$ cat src/rtl/mznm_pipe_pkg.sv
// Shared constants and types for the decode->execute sequencing logic.
package mznm_pipe_pkg;

  typedef enum logic [0:0] {
    ST_RUN = 1'b0,
    ST_SEQ = 1'b1
  } seq_st_e;

  localparam logic [1:0] SEQ_NONE = 2'd0;
  localparam logic [1:0] SEQ_CALL = 2'd1;
  localparam logic [1:0] SEQ_RET  = 2'd2;
  localparam logic [1:0] SEQ_INT  = 2'd3;

  localparam logic [1:0] CALL_LEN = 2'd2;  // push PC hi, push PC lo
  localparam logic [1:0] RET_LEN  = 2'd2;  // pop PC lo, pop PC hi
  localparam logic [1:0] INT_LEN  = 2'd3;  // push PC hi, push PC lo, load vector

  // All-zero control word loaded into the D/E buffer for a bubble.
  localparam logic [15:0] NOP_CTRL = 16'h0000;

  // Number of micro-steps for a sequence kind; 0 for SEQ_NONE.
  function automatic logic [1:0] seq_len(input logic [1:0] kind);
    logic [1:0] len;
    case (kind)
      SEQ_CALL: len = CALL_LEN;
      SEQ_RET:  len = RET_LEN;
      SEQ_INT:  len = INT_LEN;
      default:  len = 2'd0;
    endcase
    return len;
  endfunction

endpackage

$ cat src/rtl/de_load_use_detect.sv
// Load-use hazard comparator: a D-stage read of a register that the
// E-stage memory read has not produced yet.
module de_load_use_detect #(
  parameter int REG_AW = 3
) (
  input  logic              dec_valid,
  input  logic [REG_AW-1:0] dec_src1,
  input  logic [REG_AW-1:0] dec_src2,
  input  logic              dec_use1,
  input  logic              dec_use2,
  input  logic              ex_mr,
  input  logic              ex_rw,
  input  logic [REG_AW-1:0] ex_dest,
  output logic              hazard
);

  // Either used source matches the pending load destination.
  always_comb begin
    hazard = ex_mr & ex_rw & dec_valid &
             ((dec_use1 & (dec_src1 == ex_dest)) |
              (dec_use2 & (dec_src2 == ex_dest)));
  end

endmodule

$ cat src/rtl/de_stage_sequencer.sv
// Decode->execute pipeline register sequencer: stalls, bubbles, flushes and
// expands CALL / RET / INT into per-cycle micro-steps.
//
// state | meaning
// ------+-------------------------------------------------------------
// RUN   | normal issue; load-use and sequence start are evaluated
// SEQ   | issuing micro-steps of kind, phase 1..seq_len(kind); D held
module de_stage_sequencer
  import mznm_pipe_pkg::*;
#(
  parameter int REG_AW = 3
) (
  input  logic              clk,
  input  logic              rst,
  input  logic              dec_valid,
  input  logic [REG_AW-1:0] dec_src1,
  input  logic [REG_AW-1:0] dec_src2,
  input  logic              dec_use1,
  input  logic              dec_use2,
  input  logic              dec_call,
  input  logic              dec_ret,
  input  logic              int_req,
  input  logic              ex_mr,
  input  logic              ex_rw,
  input  logic [REG_AW-1:0] ex_dest,
  input  logic              ex_br_taken,
  output logic              stall_fd,
  output logic              bubble_de,
  output logic              flush_fd,
  output logic [1:0]        seq_kind,
  output logic [1:0]        seq_phase,
  output logic              int_ack
);

  seq_st_e    st_q, st_d;
  logic [1:0] kind_q, kind_d;
  logic [1:0] phase_q, phase_d;
  logic       int_pend_q, int_pend_d;
  logic       int_ack_d;
  // Set for the cycle after a load-use stall so the same hazard cannot
  // stall twice; the load has completed by then.
  logic       lu_stalled_q;

  logic       hazard;
  logic       lu_fire;
  logic       seq_start;
  logic       int_entry;
  logic       last_step;

  de_load_use_detect #(.REG_AW(REG_AW)) u_load_use (
    .dec_valid (dec_valid),
    .dec_src1  (dec_src1),
    .dec_src2  (dec_src2),
    .dec_use1  (dec_use1),
    .dec_use2  (dec_use2),
    .ex_mr     (ex_mr),
    .ex_rw     (ex_rw),
    .ex_dest   (ex_dest),
    .hazard    (hazard)
  );

  // Qualify hazard and sequence-start conditions against higher priorities.
  always_comb begin
    last_step = (st_q == ST_SEQ) && (phase_q == seq_len(kind_q));
    lu_fire   = (st_q == ST_RUN) && !ex_br_taken && hazard && !lu_stalled_q;
    seq_start = (st_q == ST_RUN) && !ex_br_taken && !lu_fire && dec_valid &&
                (int_pend_q || dec_call || dec_ret);
    int_entry = seq_start && int_pend_q;
  end

  // Pipeline control outputs. The start cycle also holds and bubbles so the
  // CALL/RET (or the instruction interrupted by INT) stays in D and is only
  // issued as micro-steps.
  always_comb begin
    stall_fd  = 1'b0;
    bubble_de = 1'b0;
    flush_fd  = 1'b0;
    if (rst) begin
      bubble_de = 1'b1;
      flush_fd  = 1'b1;
    end else if (ex_br_taken) begin
      bubble_de = 1'b1;
      flush_fd  = 1'b1;
    end else if (st_q == ST_SEQ) begin
      stall_fd = 1'b1;
      flush_fd = last_step && ((kind_q == SEQ_RET) || (kind_q == SEQ_INT));
    end else if (lu_fire || seq_start) begin
      stall_fd  = 1'b1;
      bubble_de = 1'b1;
    end
  end

  // Next-state: branch abort, micro-step advance, or sequence start.
  always_comb begin
    st_d       = st_q;
    kind_d     = kind_q;
    phase_d    = phase_q;
    int_pend_d = int_req | (int_pend_q & ~int_entry);
    int_ack_d  = int_entry;
    if (ex_br_taken) begin
      st_d    = ST_RUN;
      kind_d  = SEQ_NONE;
      phase_d = 2'd0;
    end else if (st_q == ST_SEQ) begin
      if (last_step) begin
        st_d    = ST_RUN;
        kind_d  = SEQ_NONE;
        phase_d = 2'd0;
      end else begin
        phase_d = phase_q + 2'd1;
      end
    end else if (seq_start) begin
      st_d    = ST_SEQ;
      phase_d = 2'd1;
      if (int_pend_q)    kind_d = SEQ_INT;
      else if (dec_call) kind_d = SEQ_CALL;
      else               kind_d = SEQ_RET;
    end
  end

  // State registers with synchronous reset.
  always_ff @(posedge clk) begin
    if (rst) begin
      st_q         <= ST_RUN;
      kind_q       <= SEQ_NONE;
      phase_q      <= 2'd0;
      int_pend_q   <= 1'b0;
      int_ack      <= 1'b0;
      lu_stalled_q <= 1'b0;
    end else begin
      st_q         <= st_d;
      kind_q       <= kind_d;
      phase_q      <= phase_d;
      int_pend_q   <= int_pend_d;
      int_ack      <= int_ack_d;
      lu_stalled_q <= lu_fire;
    end
  end

  assign seq_kind  = kind_q;
  assign seq_phase = phase_q;

  // The phase counter stays within the active sequence length and is idle in RUN.
  a_phase_range : assert property (@(posedge clk) disable iff (rst)
    (st_q == ST_SEQ) ? (phase_q >= 2'd1 && phase_q <= seq_len(kind_q))
                     : (phase_q == 2'd0 && kind_q == SEQ_NONE));

endmodule
$ cat config.mk
export PLATFORM = sky130hd
export DESIGN_NAME = de_stage_sequencer
export DESIGN_NICKNAME = d
export VERILOG_FILES = /design/src/rtl/mznm_pipe_pkg.sv /design/src/rtl/de_load_use_detect.sv /design/src/rtl/de_stage_sequencer.sv
export SDC_FILE = /design/constraint.sdc
export NUM_CORES = 1
export LEC_CHECK = 0
export BUFFER_PORTS_ARGS = -buffer_cell sky130_fd_sc_hd__buf_2
export CAP_MARGIN = 20
export CORE_UTILIZATION = 48
export DETAILED_ROUTE_END_ITERATION = 10
export GPL_TIMING_DRIVEN = 0
export PLACE_DENSITY = 0.81
export SLEW_MARGIN = 5
export SYNTH_ARGS = -nofsm -noshare
export SYNTH_HDL_FRONTEND = slang
export SYNTH_SLANG_ARGS = --single-unit
$ cat constraint.sdc
create_clock -name clk -period 6.15 [get_ports clk]
set_input_delay 1.23 -clock clk [delete_from_list [all_inputs] [get_ports clk]]
set_output_delay 1.23 -clock clk [all_outputs]
set_load 0.05 [all_outputs]
==> results.json, run 1 <==
{
  "status": "finished, final reports clean",
  "synth.top_cell.area_share_pct": 25.5,
  "peakVddDrop_mv": 0.124,
  "fp-row-count": 12,
  "grt_antenna_before_repair": 0,
  "synth_area_leaders": "dfxtp_1, xnor2_1, xor2_1",
  "io_pins": 28,
  "pwr-share-comb_pct": 28.9,
  "rr_startpoint": "st_q",
  "grt_pass1_wl_um": 2370,
  "clkTransAtPathRegs_ns": 0.06,
  "hold_depth": 2,
  "gp_congestion": 0.853,
  "syn_inst": 81,
  "grt_max_degree": 10,
  "finalCritPeriodShare_pct": 67.1,
  "clock_sinks": 8,
  "die-area_sq_um": 1460,
  "clock_path_buffers": 2,
  "cts_setup_buffers": 0,
  "tightest_slew_ns": 0.435,
  "hold_class": "reg2reg",
  "synth_area_sq_um": 628,
  "crit_required_ns": 4.92,
  "insertion_delay_ns": 0.25,
  "fin_nets": 133,
  "cts_tree": "done",
  "setup_viol": 0,
  "p_per_area_nw_per_um2": 167,
  "synth.distinct_cells": 32,
  "end_kind": "output pin",
  "cts_max_level": 1,
  "fillers": 106,
  "viasPerCell": 5.59,
  "drv_cap": 0,
  "finalSetupTns_ns": 0,
  "hpwl_um": 1170,
  "n_antenna_cell": 0,
  "leakagePower_uw": 0.000340,
  "swShare_pct": 31.7,
  "placed_cell_area_sq_um": 781,
  "die_h_um": 38.2,
  "startpoint_type": "input pin",
  "critPathKind": "in2out",
  "io_buffers": 27,
  "clkPwrFrac_pct": 30.1,
  "cp_max_fo": 7,
  "drtIter0Drc": 11,
  "first_pass_iters": 4,
  "synth.avg_cell_area_sq_um": 7.75,
  "drive_above_1_share_pct": 32.4,
  "timing.final.crit_period_ns": 4.13,
  "holdCritStartpoint": "int_pend_q",
  "start_util_pct": 54.3,
  "holdBufCountCts": 0,
  "areaGrowthSynthToFinish_pct": 27.9,
  "grt_pass1_vias": 571,
  "core_sq_um": 1160,
  "pwr-share-seq_pct": 40.9,
  "ys_ff_latch": 8,
  "critical_path_arrival_ns": 2.90,
  "cts_resized": 0,
  "synth_fp_nets": 101,
  "drcViolationCount": 0,
  "p_switching_uw": 42.5,
  "rr_endpoint": "seq_phase[1]",
  "root_buffer": "clkbuf_4",
  "drtAntennaViolNets": 0,
  "routed_wl_um": 1480,
  "ys_warn_count": 0,
  "total_power_uw": 134,
  "holdWs_ns": 0.521,
  "overflow": 0,
  "holdPathEnd": "int_ack",
  "ys_seq_area_share_pct": 25.5,
  "wire_per_inst_um": 11.9,
  "report.final.slew_viol_count": 0,
  "skew_ns": 0.00418,
  "via_count": 699,
  "die_w_um": 38.2,
  "maxSlewHeadroom_pct": 70.9,
  "intPower_uw": 91.3,
  "reg2reg_depth": 6,
  "yosys.area.top_type": "dfxtp_1",
  "setup_slack_ns": 2.02,
  "grt_use_total_pct": 23.9,
  "ff2ff_setup_slack_ns": 4.17,
  "pre_cts_slack_ns": 2.04,
  "numCtsBuffers": 3,
  "final_cell_area_sq_um": 803,
  "hold_viol": 0,
  "fmax_mhz": 242,
  "rsz0062_at_grt": "false"
}
## synth_stat cells
cell	number
or3_1	1
nor2_1	8
clkbuf_2	1
or3b_4	1
dfxtp_1	8
buf_6	1
inv_1	2
a2111o_1	3
o21a_1	3
o22ai_1	1
nand3_1	3
o2bb2ai_1	1
mux2_2	1
mux2i_1	1
nor4_1	1
nand3b_1	2
nand2b_1	1
xnor2_1	6
or2_2	1
a32oi_1	2
a31oi_1	1
a211oi_1	1
o21ai_0	3
clkbuf_1	5
xor2_1	4
nand2_1	6
nand4_1	4
nor3_1	2
a21oi_1	4
o211ai_1	1
o41ai_1	1
a21o_2	1
## layer usage
| layer | vias to the layer above | wire, um | share of wire [%] | GRT usage, % |
|---|---|---|---|---|
| li1 | 359 | - | - | - |
| met1 | 319 | 718 | 48 | 29.5 |
| met2 | 19 | 691 | 47 | 39.0 |
| met3 | 2 | 64 | 4.3 | 5.23 |
| met4 | 0 | 10 | 0.67 | 10.7 |
| met5 | - | 0 | 0 | 0 |
## registers in the layout, indices dropped and copies added, names as in the netlist
name / flops
seq_phase: 2
seq_kind: 2
int_pend_q: 1
st_q: 1
lu_stalled_q: 1
int_ack: 1
## area by class of cell
| class | instances | area, sq um | area share, % |
|---|---|---|---|
| plain buffers | 7 | 35.0 | 4.36 |
| clock buffers | 3 | 22.5 | 2.80 |
| inverters | 2 | 7.51 | 0.935 |
| multi-input cells | 64 | 425 | 53.0 |
| flip-flops and latches | 8 | 160 | 19.9 |
| well taps | 14 | 17.5 | 2.18 |
| repair buffers | 27 | 135 | 16.8 |
## stage by stage
stage | utilization (%) | cells
after floorplan | - | 81
after global placement | 67.5 | 122
after detailed placement | 67.5 | 122
after CTS | 69.5 | 125
after global routing | 69.5 | 125
final | 69.5 | 125
## power groups by stage
stage	clock network, uW	logic [uW]	registers (uW)
after detailed placement	0	38.5	55.8
after CTS	41.6	38.7	54.7
final	40.3	38.7	54.7
after global routing	44.6	41.9	55.0
after global placement	0	37.5	55.8
after floorplan	0	22.0	59.6
## kinds of logic (layout without fill, tap and decap cells)
| logic type | Yosys count | in the layout | share of synthesized area, % |
|---|---|---|---|
| flops | 8 | 8 | 25.5 |
| mux | 2 | 2 | 3.39 |
| simple gates | 30 | 30 | 24.5 |
| buf+inv | 9 | 39 | 6.77 |
| compound gates | 22 | 22 | 25.9 |
| xor+xnor | 10 | 10 | 13.9 |
## worst max path at each step
stage / slack, ns / end / start
5_1_grt: 1.92 / stall_fd / ex_br_taken
6_report: 2.02 / stall_fd / ex_br_taken
4_1_cts: 2.03 / stall_fd / ex_br_taken
3_3_place_gp: 2.04 / stall_fd / ex_br_taken
3_5_place_dp: 2.04 / stall_fd / ex_br_taken
2_1_floorplan: 1.84 / stall_fd / ex_br_taken
## layout by cell type (no fill, tap or decap), types with 2 or more instances in the layout
| cell type | n |
|---|---|
| clkbuf_4 | 3 |
| clkbuf_1 | 5 |
| nand3b_1 | 2 |
| nor3_1 | 2 |
| o21a_1 | 3 |
| xor2_1 | 4 |
| a2111o_1 | 3 |
| dfxtp_1 | 8 |
| nand3_1 | 3 |
| xnor2_1 | 6 |
| inv_1 | 2 |
| buf_2 | 27 |
| a32oi_1 | 2 |
| nand2_1 | 6 |
| o21ai_0 | 3 |
| nand4_1 | 4 |
| nor2_1 | 8 |
| a21oi_1 | 4 |
## worst max-delay path, cell delays in order
cell and delay, ns:
buf_2 0.11, or3b_4 0.40, or3_1 0.35, clkbuf_2 0.16, a21o_2 0.24, a21oi_1 0.13
buf_2 0.28
Power figures use the tool's default switching activity.
==> inputs of run 2 (changes only) <==
- CORE_UTILIZATION: 48 -> 40
- PLACE_DENSITY: 0.81 -> 0.72
- clock period: 6.15 -> 3.6 ns (I/O delays scaled with it)
==> run 2 against run 1 <==
Against the previous run: clock-buffer cell count did not move; global-route usage is 5.1 points lower; register-to-register slack got worse by 2.6 ns; wire length down 1.0%; design area grew 0.16%; critical path type unchanged; critical endpoint unchanged; largest cell class unchanged; largest power group unchanged.
==> results.json, run 2 (synthesized netlist as in run 1, its figures left out) <==
{
  "fin_util_pct": 58.2,
  "first_pass_iters": 4,
  "cp_max_fo": 7,
  "grt_pass1_wl_um": 2570,
  "layout_common_cells": "buf_2, nor2_1, dfxtp_1",
  "timing.final.crit_period_ns": 3.07,
  "intPower_uw": 156,
  "reg2reg_depth": 6,
  "rr_startpoint": "st_q",
  "ff2ff_setup_slack_ns": 1.61,
  "fillers": 135,
  "routed_wl_um": 1470,
  "hold_class": "reg2reg",
  "rsz0062_at_grt": "false",
  "gp_congestion": 0.722,
  "leakagePower_uw": 0.000340,
  "drcViolationCount": 0,
  "tightest_slew_ns": 0.449,
  "die_h_um": 41.6,
  "core_sq_um": 1380,
  "use_met3_pct": 4.78,
  "clkTransAtPathRegs_ns": 0.06,
  "grt_antenna_before_repair": 0,
  "grt_busiest_layer": "met2",
  "pwr-share-comb_pct": 28.7,
  "clkPwrFrac_pct": 30.5,
  "critical_path_arrival_ns": 2.35,
  "drive_above_1_share_pct": 32.4,
  "status": "finished, final reports clean",
  "areaGrowthSynthToFinish_pct": 28.1,
  "end_kind": "output pin",
  "viasPerCell": 5.28,
  "hpwl_um": 1140,
  "clock_path_buffers": 2,
  "holdBufCountCts": 0,
  "cts_setup_buffers": 0,
  "start_util_pct": 45.4,
  "wire_per_inst_um": 11.7,
  "hold_depth": 2,
  "io_pins": 28,
  "drtAntennaViolNets": 0,
  "report.final.slew_viol_count": 0,
  "setup_viol": 0,
  "met2_usage_pct": 27.5,
  "p_switching_uw": 73.2,
  "clock_sinks": 8,
  "skew_ns": 0.00998,
  "io_buffers": 27,
  "fmax_mhz": 326,
  "hold_viol": 0,
  "n_antenna_cell": 0,
  "numCtsBuffers": 3,
  "maxSlewHeadroom_pct": 69.9,
  "die-area_sq_um": 1730,
  "root_buffer": "clkbuf_4",
  "overflow": 0,
  "crit_required_ns": 2.88,
  "p_per_area_nw_per_um2": 285,
  "cts_resized": 0,
  "insertion_delay_ns": 0.26,
  "fp-row-count": 13,
  "holdCritStartpoint": "int_pend_q",
  "rr_endpoint": "seq_phase[1]",
  "critPathKind": "in2out",
  "holdPathEnd": "int_ack",
  "grt_pass1_vias": 610,
  "drtIter0Drc": 11,
  "die_w_um": 41.6,
  "grt_max_degree": 10,
  "swShare_pct": 31.9,
  "pwr-share-seq_pct": 40.8,
  "fin_nets": 133,
  "cts_tree": "done",
  "finalCritPeriodShare_pct": 85.3,
  "drv_cap": 0,
  "cts_max_level": 1,
  "grt_use_total_pct": 18.8,
  "startpoint_type": "input pin",
  "met1_usage_pct": 26.1,
  "final_common_cell": "buf_2",
  "peakVddDrop_mv": 0.192,
  "via_count": 665,
  "finalSetupTns_ns": 0
}
run 2: cell counts in the layout (fill, tap and decap cells not counted):
Identical to the previous run, type by type.
run 2: how the worst max path moves through the flow:
stage / start / slack, ns / endpoint / depth (start not counted)
after global placement: ex_br_taken / 0.52 / stall_fd / 7
final: ex_br_taken / 0.53 / stall_fd / 7
after global routing: ex_br_taken / 0.39 / stall_fd / 7
after detailed placement: ex_br_taken / 0.53 / stall_fd / 7
after floorplan: ex_br_taken / 0.31 / stall_fd / 5
after CTS: ex_br_taken / 0.52 / stall_fd / 7
run 2: per-layer routing:
layer	vias up	share of wire [%]
li1	361	-
met1	278	49
met5	-	0
met2	23	43
met3	3	6.2
met4	0	1.8
run 2: through the flow:
stage / instances / hold WS [ns] / setup slack (ns) / total power [uW] / instance area, sq um
2_1_floorplan: 81 / 0.463 / 0.315 / 139 / 628
3_3_place_gp: 123 / 0.503 / 0.517 / 160 / 782
3_5_place_dp: 123 / 0.506 / 0.531 / 161 / 782
4_1_cts: 126 / 0.525 / 0.525 / 233 / 805
5_1_grt: 126 / 0.536 / 0.391 / 248 / 805
6_report: 126 / 0.527 / 0.528 / 229 / 805
run 2: final cells by class:
class	count	area [sq um]	area share, %
Buffer	7	35.0	4.35
Clock buffer	3	22.5	2.80
Inverter	2	7.51	0.933
Multi-Input combinational cell	64	425	52.9
Sequential cell	8	160	19.9
Tap cell	15	18.8	2.33
Timing Repair Buffer	27	135	16.8
run 2: power groups by stage:
stage / Combinational [uW] / Sequential [uW] / Clock, uW
after CTS: 65.9 / 93.4 / 73.3
after global placement: 64.5 / 95.3 / 0
final: 65.8 / 93.5 / 69.9
after detailed placement: 65.5 / 95.4 / 0
after global routing: 71.7 / 93.8 / 82.2
after floorplan: 37.6 / 102 / 0
run 2: worst max-delay path, stage by stage:
cell and delay [ns]:
buf_2 0.11, or3b_4 0.40, or3_1 0.35, clkbuf_2 0.16, a21o_2 0.23, a21oi_1 0.11
buf_2 0.27
